$ cat src/rtl/gemm_pkg.sv
// Shared widths and FSM state encoding for the GEMM sequencer and its MAC unit.
// Optional perf counters in gemm_seq_ctrl are enabled with GEMM_PERF_CNT_EN.
package gemm_pkg;

    localparam int GEMM_DATA_W = 32;
    localparam int GEMM_IDX_W  = 7;

    typedef enum logic [2:0] {
        IDLE   = 3'd0,
        MAC    = 3'd1,
        DRAIN  = 3'd2,
        SCALE  = 3'd3,
        WRITE  = 3'd4,
        FINISH = 3'd5
    } gemm_state_e;

endpackage

$ cat src/rtl/gemm_mac_unit.sv
// Accumulator over returned A*B beats plus alpha/beta scale stage; all math modulo 2^DATA_W.
// Latency: one cycle per accumulate beat, one cycle for scale; result held until next scale_en.
module gemm_mac_unit
    import gemm_pkg::*;
#(
    parameter int DATA_W = GEMM_DATA_W
) (
    input  logic              clk,
    input  logic              rst_n,
    input  logic              clr,
    input  logic              acc_en,
    input  logic              scale_en,
    input  logic [DATA_W-1:0] a_data,
    input  logic [DATA_W-1:0] b_data,
    input  logic [DATA_W-1:0] c_data,
    input  logic [DATA_W-1:0] alpha,
    input  logic [DATA_W-1:0] beta,
    output logic [DATA_W-1:0] wr_data
);

    logic [DATA_W-1:0] r_acc;
    logic [DATA_W-1:0] r_c;
    logic [DATA_W-1:0] r_res;
    logic [DATA_W-1:0] w_prod;
    logic [DATA_W-1:0] w_scaled;

    assign w_prod   = a_data * b_data;
    assign w_scaled = (alpha * r_acc) + (beta * r_c);

    // The first beat of an element both restarts the sum and carries the C operand.
    always_ff @(posedge clk or negedge rst_n) begin
        if (!rst_n) begin
            r_acc <= '0;
            r_c   <= '0;
            r_res <= '0;
        end else begin
            if (acc_en) begin
                if (clr) begin
                    r_acc <= w_prod;
                    r_c   <= c_data;
                end else begin
                    r_acc <= r_acc + w_prod;
                end
            end
            if (scale_en) begin
                r_res <= w_scaled;
            end
        end
    end

    assign wr_data = r_res;

endmodule

$ cat src/rtl/gemm_seq_ctrl.sv
// GEMM sequencer: walks i,j,k, reads A/B/C, writes Co = alpha*(A x B) + beta*C; GEMM_PERF_CNT_EN adds perf counters.
// Latency K+3 cycles per element; wr_ready low stalls WRITE with wr_* held and no reads issued.
module gemm_seq_ctrl
    import gemm_pkg::*;
#(
    parameter int DATA_W = GEMM_DATA_W,
    parameter int IDX_W  = GEMM_IDX_W
) (
    input  logic              clk,
    input  logic              rst_n,
    input  logic              start,
    input  logic [IDX_W-1:0]  dim_m,
    input  logic [IDX_W-1:0]  dim_n,
    input  logic [IDX_W-1:0]  dim_k,
    input  logic [DATA_W-1:0] alpha,
    input  logic [DATA_W-1:0] beta,
    output logic              busy,
    output logic              done,
    output logic              rd_en,
    output logic [IDX_W-1:0]  rd_i,
    output logic [IDX_W-1:0]  rd_j,
    output logic [IDX_W-1:0]  rd_k,
    output logic              rd_c,
    input  logic [DATA_W-1:0] a_data,
    input  logic [DATA_W-1:0] b_data,
    input  logic [DATA_W-1:0] c_data,
    output logic              wr_valid,
    input  logic              wr_ready,
    output logic [IDX_W-1:0]  wr_i,
    output logic [IDX_W-1:0]  wr_j,
    output logic [DATA_W-1:0] wr_data
`ifdef GEMM_PERF_CNT_EN
    ,
    output logic [31:0]       perf_cycles,
    output logic [31:0]       perf_stalls
`endif
);

    localparam logic [2:0] S_IDLE   = IDLE;
    localparam logic [2:0] S_MAC    = MAC;
    localparam logic [2:0] S_DRAIN  = DRAIN;
    localparam logic [2:0] S_SCALE  = SCALE;
    localparam logic [2:0] S_WRITE  = WRITE;
    localparam logic [2:0] S_FINISH = FINISH;

    logic [2:0]        r_state;
    logic [IDX_W-1:0]  r_i;
    logic [IDX_W-1:0]  r_j;
    logic [IDX_W-1:0]  r_k;
    logic [IDX_W-1:0]  r_dim_m;
    logic [IDX_W-1:0]  r_dim_n;
    logic [IDX_W-1:0]  r_dim_k;
    logic [DATA_W-1:0] r_alpha;
    logic [DATA_W-1:0] r_beta;
    logic              r_beat_vld;
    logic              r_beat_first;

    logic              w_in_mac;
    logic              w_k_last;
    logic              w_i_last;
    logic              w_j_last;
    logic              w_zero_dim;
    logic              w_start_acc;
    logic              w_wr_hs;

    assign w_in_mac    = (r_state == S_MAC);
    assign w_k_last    = (r_k == (r_dim_k - IDX_W'(1)));
    assign w_i_last    = (r_i == (r_dim_m - IDX_W'(1)));
    assign w_j_last    = (r_j == (r_dim_n - IDX_W'(1)));
    assign w_zero_dim  = (dim_m == '0) || (dim_n == '0) || (dim_k == '0);
    assign w_start_acc = (r_state == S_IDLE) && start;
    assign w_wr_hs     = (r_state == S_WRITE) && wr_ready;

    assign busy     = (r_state != S_IDLE);
    assign done     = (r_state == S_FINISH);
    assign wr_valid = (r_state == S_WRITE);
    assign rd_en    = w_in_mac;
    assign rd_c     = w_in_mac && (r_k == '0);
    assign rd_i     = r_i;
    assign rd_j     = r_j;
    assign rd_k     = r_k;
    assign wr_i     = r_i;
    assign wr_j     = r_j;

    always_ff @(posedge clk or negedge rst_n) begin
        if (!rst_n) begin
            r_state      <= S_IDLE;
            r_i          <= '0;
            r_j          <= '0;
            r_k          <= '0;
            r_dim_m      <= '0;
            r_dim_n      <= '0;
            r_dim_k      <= '0;
            r_alpha      <= '0;
            r_beta       <= '0;
            r_beat_vld   <= 1'b0;
            r_beat_first <= 1'b0;
        end else begin
            // Read data returns one cycle after the strobe; track which beat it is.
            r_beat_vld   <= rd_en;
            r_beat_first <= rd_c;
            case (r_state)
                S_IDLE: begin
                    if (start) begin
                        r_dim_m <= dim_m;
                        r_dim_n <= dim_n;
                        r_dim_k <= dim_k;
                        r_alpha <= alpha;
                        r_beta  <= beta;
                        r_i     <= '0;
                        r_j     <= '0;
                        r_k     <= '0;
                        r_state <= w_zero_dim ? S_FINISH : S_MAC;
                    end
                end
                S_MAC: begin
                    if (w_k_last) begin
                        r_k     <= '0;
                        r_state <= S_DRAIN;
                    end else begin
                        r_k <= r_k + IDX_W'(1);
                    end
                end
                S_DRAIN: r_state <= S_SCALE;
                S_SCALE: r_state <= S_WRITE;
                S_WRITE: begin
                    if (wr_ready) begin
                        if (w_i_last && w_j_last) begin
                            r_state <= S_FINISH;
                        end else begin
                            r_state <= S_MAC;
                            if (w_j_last) begin
                                r_j <= '0;
                                r_i <= r_i + IDX_W'(1);
                            end else begin
                                r_j <= r_j + IDX_W'(1);
                            end
                        end
                    end
                end
                S_FINISH: r_state <= S_IDLE;
                default:  r_state <= S_IDLE;
            endcase
        end
    end

    gemm_mac_unit #(
        .DATA_W (DATA_W)
    ) u_mac (
        .clk      (clk),
        .rst_n    (rst_n),
        .clr      (r_beat_first),
        .acc_en   (r_beat_vld),
        .scale_en (r_state == S_SCALE),
        .a_data   (a_data),
        .b_data   (b_data),
        .c_data   (c_data),
        .alpha    (r_alpha),
        .beta     (r_beta),
        .wr_data  (wr_data)
    );

`ifdef GEMM_PERF_CNT_EN
    logic [31:0] r_perf_cycles;
    logic [31:0] r_perf_stalls;

    always_ff @(posedge clk or negedge rst_n) begin
        if (!rst_n) begin
            r_perf_cycles <= '0;
            r_perf_stalls <= '0;
        end else if (w_start_acc) begin
            r_perf_cycles <= '0;
            r_perf_stalls <= '0;
        end else begin
            if (busy && (r_perf_cycles != '1)) begin
                r_perf_cycles <= r_perf_cycles + 32'd1;
            end
            if (wr_valid && !w_wr_hs && (r_perf_stalls != '1)) begin
                r_perf_stalls <= r_perf_stalls + 32'd1;
            end
        end
    end

    assign perf_cycles = r_perf_cycles;
    assign perf_stalls = r_perf_stalls;
`endif

endmodule

$ cat config.mk
export PLATFORM = sky130hd
export DESIGN_NAME = gemm_seq_ctrl
export DESIGN_NICKNAME = d
export VERILOG_FILES = /design/src/rtl/gemm_pkg.sv /design/src/rtl/gemm_mac_unit.sv /design/src/rtl/gemm_seq_ctrl.sv
export SDC_FILE = /design/constraint.sdc
export NUM_CORES = 2
export LEC_CHECK = 0
export CAP_MARGIN = 25
export CORE_UTILIZATION = 61
export DETAILED_ROUTE_END_ITERATION = 8
export PLACE_DENSITY = 0.8
export REMOVE_ABC_BUFFERS = 1
export SETUP_SLACK_MARGIN = 0.05
export SLEW_MARGIN = 20
export SYNTH_ARGS = -nofsm -noshare
export SYNTH_HDL_FRONTEND = slang
export SYNTH_HIERARCHICAL = 1
export SYNTH_SLANG_ARGS = --single-unit
$ cat constraint.sdc
create_clock -name clk -period 12.7 [get_ports clk]
set_input_delay 1.905 -clock clk [delete_from_list [all_inputs] [get_ports clk]]
set_output_delay 1.905 -clock clk [all_outputs]
set_load 0.005 [all_outputs]
==> results.json <==
{
  "track_usage": 0.325,
  "synth_edf_count": 0,
  "synth_cell_types": 89,
  "insertion_delay_ns": 0.61,
  "slowest_stage": "clkdlybuf4s50_1",
  "post-place-ws_ns": 1.08,
  "drt_first_pass_iters": 6,
  "cts_root_buf": "clkbuf_16",
  "ys_top_cells_by_area": "fa_1, ha_1, inv_1",
  "worstMarginPinSlew_ns": 1.14,
  "synth-warning-count": 6,
  "critical-path-top-delay-family": "adder cells",
  "dp_hpwl_um": 123000,
  "rsz0062_at_grt": "false",
  "grt_pass1_wl_um": 248000,
  "postCtsHoldBufs": 0,
  "required_ns": 13.25,
  "hold_path_depth": 1,
  "status": "completed",
  "die_area_um2": 96800,
  "ys_async_sr_fraction": 1.00,
  "clk_path_buf_depth": 3,
  "finalCriticalPeriod_ns": 11.05,
  "io_pins": 257,
  "critical_path_buf_inv_count": 5,
  "layout.nets": 8240,
  "synth_common_cells": "inv_1, fa_1, nand2_1, and2_1, ha_1",
  "yosysTopAreaCell": "fa_1",
  "cap_violations": 0,
  "worstRegToRegCells": 29,
  "ys_ff_latch": 207,
  "fp.coreArea_um2": 94000,
  "netlist_area_um2": 58300,
  "cts_sinks": 207,
  "clk_pin_slew_worst_paths_ns": 0.07,
  "start_kind": "input port",
  "synth_top_area_frac": 0.439,
  "slew_headroom": 0.239,
  "endpoint_kind": "flip-flop",
  "drt-total-wl_um": 153000,
  "stdcell_count": 7629,
  "initial_core_util": 0.620,
  "viasPerCell": 5.65,
  "wl_per_cell_um": 20.1,
  "synth.most_common_cell": "inv_1",
  "crit_arrival_ns": 11.60,
  "min_path_type": "reg2reg",
  "drv_slew": 0,
  "cts_resized": 0,
  "cp_common_cell": "fa_1",
  "slowest_delay_ns": 0.92,
  "postPlaceCellArea_um2": 61700,
  "worstSetupPathDepth": 34,
  "tns_ns": 0,
  "cts_tree": "built",
  "crit_path_max_fanout": 30,
  "place_inst": 7578,
  "fmax_mhz": 90.5,
  "gp_congestion": 0.945,
  "die_h_um": 311,
  "h-tree-depth": 1,
  "gr-total-overflow": 0,
  "via_count": 43085,
  "cts_inserted_buffers": 27,
  "drive_above_1_share": 0.0461,
  "syn_inst": 6323,
  "syn_to_final_growth_pct": 7.52,
  "antenna_found_initial": 4,
  "fin_crit_sh": 0.870,
  "setup_viol": 0,
  "drc": 0,
  "worst_slack_ns": 1.65,
  "synth_ff_type": "dfrtp_1",
  "io_buffers": 256,
  "first_iter_violations": 3622,
  "grt_max_degree": 90,
  "finalInstanceArea_um2": 62700,
  "die_w_um": 311,
  "crit_type": "in2reg",
  "grt_pass1_vias": 47001,
  "finalHoldViolCount": 0,
  "detail-route-antenna-nets": 0,
  "rows": 112,
  "seq_area_frac_synth": 0.0889,
  "syn_area_per_cell_um2": 9.22,
  "post_cts_buffers": 0,
  "fin_skew_ns": 0.0248
}
==> final cells by class <==
cell class / count / area (um^2)
antenna: 3 / 7.51
fill: 7258 / 31400
timing repair buffer: 336 / 3260
tap: 1254 / 1570
multi-input combinational: 4393 / 46600
clock buffer: 34 / 752
clock inverter: 9 / 97.6
inverter: 1393 / 5230
sequential: 207 / 5180
==> worst register-to-register path: cells and delay by family (launching register included) <==
kind	cells	cell delay [ns]
buf+inv	6	0.70
fa+ha+maj	11	5.55
flops	1	0.75
simple gates	2	0.19
mux	1	0.31
xor+xnor	1	0.17
compound gates	8	1.80
==> layout by cell type, fill, tap and decap left out, types with 6 or more instances in the layout <==
| master | netlist | layout |
|---|---|---|
| a211o_1 | 9 | 9 |
| a211oi_1 | 12 | 12 |
| a21o_1 | 38 | 38 |
| a21oi_1 | 115 | 115 |
| a221o_1 | 6 | 6 |
| a31oi_1 | 13 | 13 |
| and2_1 | 646 | 646 |
| and3_1 | 13 | 13 |
| buf_4 | 15 | 71 |
| clkbuf_16 | 0 | 27 |
| clkdlybuf4s50_1 | 0 | 255 |
| dfrtp_1 | 207 | 206 |
| fa_1 | 1279 | 1279 |
| ha_1 | 418 | 418 |
| inv_1 | 1392 | 1392 |
| mux2_2 | 137 | 137 |
| mux2i_1 | 7 | 7 |
| nand2_1 | 1008 | 1008 |
| nand2b_1 | 12 | 12 |
| nand3_1 | 35 | 35 |
| nand4_1 | 6 | 6 |
| nor2_1 | 97 | 95 |
| nor2b_1 | 16 | 16 |
| nor3_1 | 24 | 24 |
| nor4_1 | 11 | 11 |
| o211ai_1 | 6 | 6 |
| o21a_1 | 18 | 18 |
| o21ai_0 | 51 | 51 |
| o21bai_1 | 14 | 14 |
| o22ai_1 | 6 | 6 |
| o2bb2ai_1 | 6 | 6 |
| or4_1 | 8 | 8 |
| xnor2_1 | 217 | 217 |
| xor2_1 | 68 | 68 |
==> cells by family (layout without fill, tap and decap cells) <==
group,count (synthesis),count (layout),synth area share
AO/OA/AOI/OAI,354,354,0.0409
XOR/XNOR,287,287,0.0435
adder cells (fa/ha/maj),1697,1697,0.529
buffers and inverters,1723,1772,0.112
flip-flops,207,207,0.0889
multiplexers,144,144,0.0277
other,0,3,0
AND/OR/NAND/NOR,1911,1911,0.158
==> stage by stage <==
stage          utilization  hold WS, ns
3_3_place_gp         0.656        0.490
2_1_floorplan            -        0.480
4_1_cts              0.665        0.507
6_report             0.666        0.501
3_5_place_dp         0.656        0.495
5_1_grt              0.666        0.524
==> flip-flops by register name (all words and copies together), names as in the netlist <==
signal and count:
r_alpha 32, r_beta 32, u_mac/r_acc 32, u_mac/r_c 32
u_mac/wr_data 32, r_dim_k 7, r_dim_m 7, r_dim_n 7
rd_i 7, rd_j 7, rd_k 7, r_state 3
r_beat_first 1, r_beat_vld 1
==> layer usage <==
metal	part of all wire	up-vias	routed length, um	track usage
li1	-	18605	-	-
met1	0.39	21884	60300	0.423
met2	0.48	2176	74100	0.547
met4	0.039	0	6010	0.119
met5	0	-	0	0
met3	0.085	420	13100	0.0537
==> final timing paths <==
path	start	to	slack [ns]
setup / recovery	b_data[2]	u_mac/r_acc[31]$_DFFE_PN0P_	1.65
hold / removal	u_mac/wr_data[13]$_DFFE_PN0P_	u_mac/wr_data[13]$_DFFE_PN0P_	0.50
setup reg to reg	u_mac/r_acc[1]$_DFFE_PN0P_	u_mac/wr_data[31]$_DFFE_PN0P_	3.18
hold reg to reg	u_mac/wr_data[13]$_DFFE_PN0P_	u_mac/wr_data[13]$_DFFE_PN0P_	0.50
max in group asynchronous	rst_n	r_beat_vld$_DFF_PN0_	9.35
min in group asynchronous	rst_n	r_beta[1]$_DFFE_PN0P_	1.27
Power is not shown: default switching activity piles up to over one toggle a cycle in this logic, so the estimate is an artifact.
